$ cat config.mk
export PLATFORM = sky130hd
export DESIGN_NAME = fetch_unit
export DESIGN_NICKNAME = d
export VERILOG_FILES = /design/src/rtl/rv_pkg.sv /design/src/rtl/fetch_fifo.sv /design/src/rtl/fetch_unit.sv
export SDC_FILE = /design/constraint.sdc
export NUM_CORES = 1
export LEC_CHECK = 0
export CORE_AREA = 2 2 150 152
export CTS_BUF_LIST = sky130_fd_sc_hd__clkbuf_4 sky130_fd_sc_hd__clkbuf_8 sky130_fd_sc_hd__clkbuf_16
export DETAILED_ROUTE_END_ITERATION = 7
export DIE_AREA = 0 0 152 154
export PLACE_DENSITY = 0.61
export RECOVER_POWER = 100
export SLEW_MARGIN = 20
export SYNTH_ARGS = -nofsm -noshare
export SYNTH_HDL_FRONTEND = slang
export SYNTH_SLANG_ARGS = --single-unit
$ cat constraint.sdc
create_clock -name clk -period 11.85 [get_ports clk]
set_clock_uncertainty 0.15 [all_clocks]
set_input_delay 2.37 -clock clk [delete_from_list [all_inputs] [get_ports clk]]
set_output_delay 2.37 -clock clk [all_outputs]
set_load 0.05 [all_outputs]
$ cat src/rtl/rv_pkg.sv
// Shared RISC-V core types and constants.
// Used by the fetch stage and its buffer.
package rv_pkg;

  localparam int XLEN = 32;
  localparam int INST_BYTES = 4;

  localparam logic [XLEN-1:0] RESET_PC_DEFAULT =
    32'h0000_0000;

  typedef struct packed {
    logic [XLEN-1:0] pc;
    logic [XLEN-1:0] inst;
  } fetch_entry_t;

endpackage

$ cat src/rtl/fetch_fifo.sv
// Small synchronous FIFO of fetched {pc, inst} entries.
// Reset and flush both return it to empty.
module fetch_fifo
  import rv_pkg::*;
#(
  parameter int DEPTH = 2,
  localparam int CW = $clog2(DEPTH + 1)
) (
  input  logic         clk,
  input  logic         reset,
  input  logic         flush,
  input  logic         push,
  input  fetch_entry_t wr_data,
  input  logic         pop,
  output fetch_entry_t head,
  output logic [CW-1:0] count,
  output logic         full,
  output logic         empty
);

  localparam int AW = (DEPTH > 1) ? $clog2(DEPTH) : 1;

  fetch_entry_t  mem [DEPTH];
  logic [AW-1:0] wr_ptr;
  logic [AW-1:0] rd_ptr;
  logic [CW-1:0] cnt;
  logic          do_push;
  logic          do_pop;

  function automatic logic [AW-1:0] nxt(
    input logic [AW-1:0] p
  );
    return (p == AW'(DEPTH - 1)) ? '0 : p + AW'(1);
  endfunction

  assign full    = (cnt == CW'(DEPTH));
  assign empty   = (cnt == '0);
  assign count   = cnt;
  assign head    = mem[rd_ptr];
  assign do_pop  = pop && !empty;
  assign do_push = push && (!full || do_pop);

  // Pointer and occupancy bookkeeping.
  always_ff @(posedge clk) begin
    if (reset || flush) begin
      wr_ptr <= '0;
      rd_ptr <= '0;
      cnt    <= '0;
    end else begin
      if (do_push) wr_ptr <= nxt(wr_ptr);
      if (do_pop)  rd_ptr <= nxt(rd_ptr);
      cnt <= cnt + CW'(do_push) - CW'(do_pop);
    end
  end

  // Entry storage; contents are don't-care while empty.
  always_ff @(posedge clk) begin
    if (do_push && !flush && !reset)
      mem[wr_ptr] <= wr_data;
  end

endmodule

$ cat src/rtl/fetch_unit.sv
// Instruction fetch stage: PC, credit-limited
// imem requests, response buffer and redirect flush.
module fetch_unit
  import rv_pkg::*;
#(
  parameter logic [XLEN-1:0] RESET_PC = RESET_PC_DEFAULT,
  parameter int DEPTH = 2
) (
  input  logic            clk,
  input  logic            reset,
  output logic            imem_req_valid,
  output logic [XLEN-1:0] imem_req_addr,
  input  logic            imem_req_ready,
  input  logic            imem_rsp_valid,
  input  logic [XLEN-1:0] imem_rsp_data,
  input  logic            redirect_valid,
  input  logic [XLEN-1:0] redirect_pc,
  output logic            inst_valid,
  output logic [XLEN-1:0] inst,
  output logic [XLEN-1:0] inst_pc,
  input  logic            inst_ready
);

  localparam int CW = $clog2(DEPTH + 1);
  localparam logic [CW:0] LIMIT = (CW + 1)'(DEPTH);

  logic [XLEN-1:0] pc;
  logic [XLEN-1:0] rsp_pc;
  logic [XLEN-1:0] tgt;
  logic [CW-1:0]   outstanding;
  logic [CW-1:0]   discard;
  logic [CW-1:0]   fifo_count;
  logic [CW:0]     used;
  logic            req_fire;
  logic            rsp_take;
  logic            push;
  logic            pop;
  logic            fifo_full;
  logic            fifo_empty;
  fetch_entry_t    head;
  fetch_entry_t    wr_entry;

  assign tgt  = {redirect_pc[XLEN-1:2], 2'b00};
  assign used = {1'b0, outstanding}
              + {1'b0, fifo_count};

  assign imem_req_valid = !reset
                       && !redirect_valid
                       && (used < LIMIT);
  assign imem_req_addr  = pc;
  assign req_fire = imem_req_valid && imem_req_ready;

  // A beat with nothing outstanding is stray.
  assign rsp_take = imem_rsp_valid
                 && (outstanding != '0);
  assign push = rsp_take
             && (discard == '0)
             && !redirect_valid;

  assign inst_valid = !fifo_empty && !redirect_valid;
  assign pop        = inst_valid && inst_ready;
  assign inst       = fifo_empty ? '0 : head.inst;
  assign inst_pc    = fifo_empty ? '0 : head.pc;

  assign wr_entry = '{pc: rsp_pc, inst: imem_rsp_data};

  fetch_fifo #(
    .DEPTH (DEPTH)
  ) u_fifo (
    .clk     (clk),
    .reset   (reset),
    .flush   (redirect_valid),
    .push    (push),
    .wr_data (wr_entry),
    .pop     (pop),
    .head    (head),
    .count   (fifo_count),
    .full    (fifo_full),
    .empty   (fifo_empty)
  );

  // PC, response PC, in-flight and drop counters.
  always_ff @(posedge clk) begin
    if (reset) begin
      pc          <= RESET_PC;
      rsp_pc      <= RESET_PC;
      outstanding <= '0;
      discard     <= '0;
    end else if (redirect_valid) begin
      pc          <= tgt;
      rsp_pc      <= tgt;
      outstanding <= outstanding - CW'(rsp_take);
      discard     <= outstanding - CW'(rsp_take);
    end else begin
      if (req_fire)
        pc <= pc + XLEN'(INST_BYTES);
      outstanding <= outstanding
                   + CW'(req_fire)
                   - CW'(rsp_take);
      if (rsp_take) begin
        if (discard != '0)
          discard <= discard - CW'(1);
        else
          rsp_pc <= rsp_pc + XLEN'(INST_BYTES);
      end
    end
  end

  // Credits guarantee a push never meets a full buffer.
  always @(posedge clk) begin
    if (!reset)
      assert (!(push && fifo_full));
  end

endmodule

==> key figures <==
Detailed routing
  – 1st-pass router iterations: 5
  – Routed len/inst: around 17 um
  – Number of remaining DRC errors: 0
  – First DRT Iteration DRCs: approximately 460
  – Met3 wire length: around 1200 um
  – Wire length on met2: 8970 um
  – Antenna viol nets, final: 0
  – Vias: between 6k and 7k
  – M1 WL: ~10,000 um
  – Final Routed Wirelength: between 20,000 and 25,000 um
  – DR vias/cell: ~5.2
  – DR top layer: met4

Clocking
  – Clk buf depth: 2
  – TritonCTS Buffers: 17
  – Hold-fix buffers, CTS: 0
  – Worst-path clk slew: 0.07 ns
  – Clock Sinks: 193
  – TritonCTS clock tree: yes
  – H-tree Lvls: 4
  – Cts repair resizes: 0
  – Post-CTS Setup Inserts: 0
  – Root Buffer: clkbuf_16
  – Clk_lat worst skew: between 0.4 and 0.5 ns

Global routing
  – Vias in the first global route: approximately 6k
  – Global-route wire length before repair: between 30,000 and 40,000 um
  – Initial antenna violation count: 0
  – GRT overflow: 0
  – Largest net degree at the start of global routing: 64
  – Gr usage total: between 10% and 20%

Worst setup path
  – Reg-to-reg critical path startpoint: u_fifo.count[0]
  – Critical path, cell by cell: buf_2, clkbuf_1, nor4_1, dlygate4sd3_1
  – Crit path DAT: between 5 and 6 ns
  – Crit Path Category: input port to primary output
  – Worst-path fanout max: 63
  – Levels on crit path: 4
  – Crit-path max cell delay: roughly 2.1 ns
  – Worst Setup Start Kind: input port
  – Critical Path Sink: imem_req_valid
  – WP data required: about 9.3 ns
  – Endpoint type of the worst setup path: primary output
  – Slowest CP cell: clkbuf_1
  – WP buf/inv: 3
  – Worst setup startpoint: reset
  – Cell type group with the largest total delay on the critical path: buffers and inverters
  – FF-to-FF setup slack: approximately 6.8 ns
  – FF-to-FF End: outstanding[1]
  – FF-to-FF path depth: 13

Placed design
  – GPL Wtd Cong: 0.910
  – Pre-CTS setup slack: around 5.1 ns
  – Post-DP HPWL: roughly 14,000 um
  – Placed Cells: 1,171
  – IO Port Bufs: about 160

Power
  – Pleak: about 3.8 nW
  – Clock power frac: a little under two fifths
  – Psw: ~0.0004 W
  – Combinational share of power: about an eighth
  – Sw frac: 25.5%
  – Internal power: ~0.0012 W
  – Flop pwr share: 49.8%
  – Maximum vdd drop: 85.9 uV
  – Total power: ~0.0016 W
  – PwrDens: between 100 and 150 nW/um^2

Die
  – DIE AREA: ~23,000 sq um
  – Die H: 154 um
  – Row cnt: 54
  – Die Wd: 152 um
  – CORE AREA: between 20,000 and 25,000 sq um
  – Initial core utilization: between 30% and 40%
  – I/O pin total: between 150 and 200

Yosys
  – Count leader, synth: edfxtp_1
  – Yosys warns: 0
  – Post-synth top cells: edfxtp_1, nor2_1, dfxtp_1
  – Primary FF master, synth: edfxtp_1
  – Leading post-synthesis cells by cell area: edfxtp_1, dfxtp_1, mux2i_1
  – Leading area contributor after synthesis: edfxtp_1
  – Cell Area, Synth: between 8000 and 9000 sq um
  – Post-synth top area share: between 40 and 50%
  – Seq cells post-synth: 193
  – Register area share after synthesis: 59.6%
  – Ys async rst share: 0%
  – Mapped Cells: around 770
  – Avg Synthesized Cell Area: 11.2 sq um
  – EDFF count, synth: 124
  – Cell variety after synth: 56

Finish
  – Nets@finish: about 1,000
  – FILL cells: about 1.9k
  – Share of layout cells above drive strength 1: under 10%
  – Reg area: between 5000 and 6000 sq um
  – Area Overhead vs Synth: 27.9%
  – N_diodes: 0
  – Multi-input gate area: 3200 sq um
  – Final non-filler cell total: between 1k and 1.5k

Timing
  – Final Hold Fails: 0
  – Slew @ Worst Pin: roughly 3.7 ns
  – Slew Viols, Final: 254
  – RSZ-0062 raised after global routing: false
  – Setup WS post-layout: about 3.3 ns
  – Post-route minimum period: 8.51 ns
  – Max frequency: between 100 and 150 MHz
  – Tcrit/Tclk final: between 70% and 80%
  – Setup_tns: 0 ns
  – Slew HR: -144%
  – WHS: around 0.35 ns
  – Count of final setup violators: 0

Job
  – Max-Cap Viols: 4

Run status
  – Status: complete, but fails checks
  – Failing checks: capacitance limit, slew limit

Min path
  – Min-delay worst type: flip-flop to flip-flop
worst min-delay path by stage:
| stage | from | slack [ns] | end | cells past startpoint |
|---|---|---|---|---|
| 5_1_grt | rsp_pc[31] | 0.38 | u_fifo.mem[0][63] | 0 |
| 3_3_place_gp | rsp_pc[28] | 0.33 | u_fifo.mem[0][60] | 0 |
| 2_1_floorplan | rsp_pc[28] | 0.29 | u_fifo.mem[0][60] | 0 |
| 3_5_place_dp | rsp_pc[28] | 0.33 | u_fifo.mem[0][60] | 0 |
| 6_report | rsp_pc[28] | 0.35 | u_fifo.mem[1][60] | 0 |
| 4_1_cts | rsp_pc[28] | 0.35 | u_fifo.mem[1][60] | 0 |
logic make-up after synthesis:
| logic type | after synthesis | share of synthesized area [%] |
|---|---|---|
| AOI/OAI and AO/OA | 123 | 9.17 |
| xor gates and xnor gates | 38 | 3.88 |
| adders and majority gates | 9 | 1.40 |
| buffers and inverters | 66 | 3.20 |
| DFF | 193 | 59.6 |
| muxes | 65 | 7.60 |
| other | 1 | 0.0437 |
| and+or+nand+nor | 271 | 15.2 |
power by group through the flow:
stage / sequential [W] / clock [W] / combinational [W]
2_1_floorplan: 0.000804 / 0 / 0.000118
3_3_place_gp: 0.000788 / 0 / 0.000213
3_5_place_dp: 0.000788 / 0 / 0.000214
4_1_cts: 0.000773 / 0.000590 / 0.000216
5_1_grt: 0.000780 / 0.000618 / 0.000225
6_report: 0.000775 / 0.000576 / 0.000207
metrics by stage:
step           utilization [%]  instance area, sq um
2_1_floorplan                -                  8580
3_3_place_gp              48.0                 10400
3_5_place_dp              48.0                 10400
4_1_cts                   50.7                 11000
5_1_grt                   50.5                 11000
6_report                  50.5                 11000
worst register-to-register path, cell delays in order (launching register included):
cell and delay, ns:
dfxtp_1 0.43, inv_1 0.10, nor2_1 0.12, fa_1 0.46, nor4_1 0.69, and2_0 0.68
clkinv_1 0.92, ha_1 0.60, inv_1 0.04, ha_1 0.17, xnor2_1 0.12, o21ai_0 0.18
xnor2_1 0.14, nor2_1 0.05
sequential cells by signal, summed over array words and instances (netlist names), named ones only:
signal / flops
discard: 2
imem_req_addr: 30
outstanding: 2
rsp_pc: 30
u_fifo.count: 2
u_fifo.mem: 124
u_fifo.rd_ptr: 1
u_fifo.wr_ptr: 1
layout make-up:
type	count	share of cell area, %
tap	280	3.20
sequential	193	46.6
inverter	20	0.685
multi-input combinational	510	29.2
clock inverter	12	1.28
clock buffer	20	4.09
timing repair buffer	168	15.0
metal layers:
metal,global-route usage [%],vias up
li1,-,3082
met1,26.0,2979
met2,26.0,218
met3,3.72,22
met4,6.05,0
met5,0,-
cell usage in the layout, fill, tap and decap left out, types with 4 or more instances in the layout:
cell             count
o21bai_1             4
nor4_1              19
nand4_1             20
xor2_1              12
nor2_1             104
o22ai_1              4
conb_1               4
dfxtp_1             68
a21oi_1             38
clkbuf_16           17
inv_1               18
clkdlybuf4s50_1     34
xnor2_1             26
a21boi_0             6
mux2i_1             64
a211oi_1            12
or3_1                8
nand2_1             52
edfxtp_1           124
o21a_1               5
ha_1                 8
and2_1               8
dlygate4sd3_1      125
clkinv_1             5
o21ai_0             19
a31oi_1             13
clkbuf_1             4
nor3_1              16
nand3_1             16
and3_1              11
and4_1               4
Power figures use the tool's default switching activity.
==> patch: new RTL, same settings <==
`DEPTH` is set to 2 in 2 places; all go to 8.
--- a/src/rtl/fetch_fifo.sv
+++ b/src/rtl/fetch_fifo.sv
@@ -3,7 +3,7 @@
 module fetch_fifo
   import rv_pkg::*;
 #(
-  parameter int DEPTH = 2,
+  parameter int DEPTH = 8,
   localparam int CW = $clog2(DEPTH + 1)
 ) (
   input  logic         clk,
--- a/src/rtl/fetch_unit.sv
+++ b/src/rtl/fetch_unit.sv
@@ -4,7 +4,7 @@
   import rv_pkg::*;
 #(
   parameter logic [XLEN-1:0] RESET_PC = RESET_PC_DEFAULT,
-  parameter int DEPTH = 2
+  parameter int DEPTH = 8
 ) (
   input  logic            clk,
   input  logic            reset,
Behaviour: not the same (Yosys sat finds a counterexample within 4 cycles, from zero or initial values and one cycle with reset high).
==> patch against the unedited design <==
The flow now stops in global placement without I/O (3_1_place_gp_skip_io). Synthesized area grew to 2.7 times the old value.
==> patch: results (changes against the unedited design) <==
[status]
outcome=stopped before the end  ; was complete, but fails checks
stop_error=[ERROR GPL-0301] Utilization 114.512 % exceeds 100%.
failing_step=global placement without I/O (3_1_place_gp_skip_io)

[yosys]
yosys-top-cells-area=edfxtp_1 (63%), mux4_2 (12%), dfxtp_1 (6.9%)  ; was edfxtp_1 (43%), dfxtp_1 (16%), mux2i_1 (7.5%)
synth_area_per_cell_sq_um=17.1  ; was 11.2 sq um
yosys-top-cells-count=edfxtp_1 (496), mux4_2 (124), nor2_1 (100)  ; was edfxtp_1 (124), nor2_1 (105), dfxtp_1 (69)
syn_inst=1374  ; was 766
synth_edf_count=496  ; was 124
yosysSeqAreaShare_pct=70.2  ; was 59.6%
async_flop_share_pct=0  ; unchanged
yosysUniqueCellTypes=71  ; was 56
synth-seq-cells=577  ; was 193
ys_warn_count=0  ; unchanged

## patch: kinds of logic after synthesis
| logic type | synth area share [%] |
|---|---|
| fa+ha+maj | 1.45 |
| other cells | 0.0159 |
| buf+inv | 2.30 |
| flops | 70.2 |
| simple gates | 6.33 |
| compound gates | 3.87 |
| xor+xnor | 1.15 |
| mux | 14.7 |
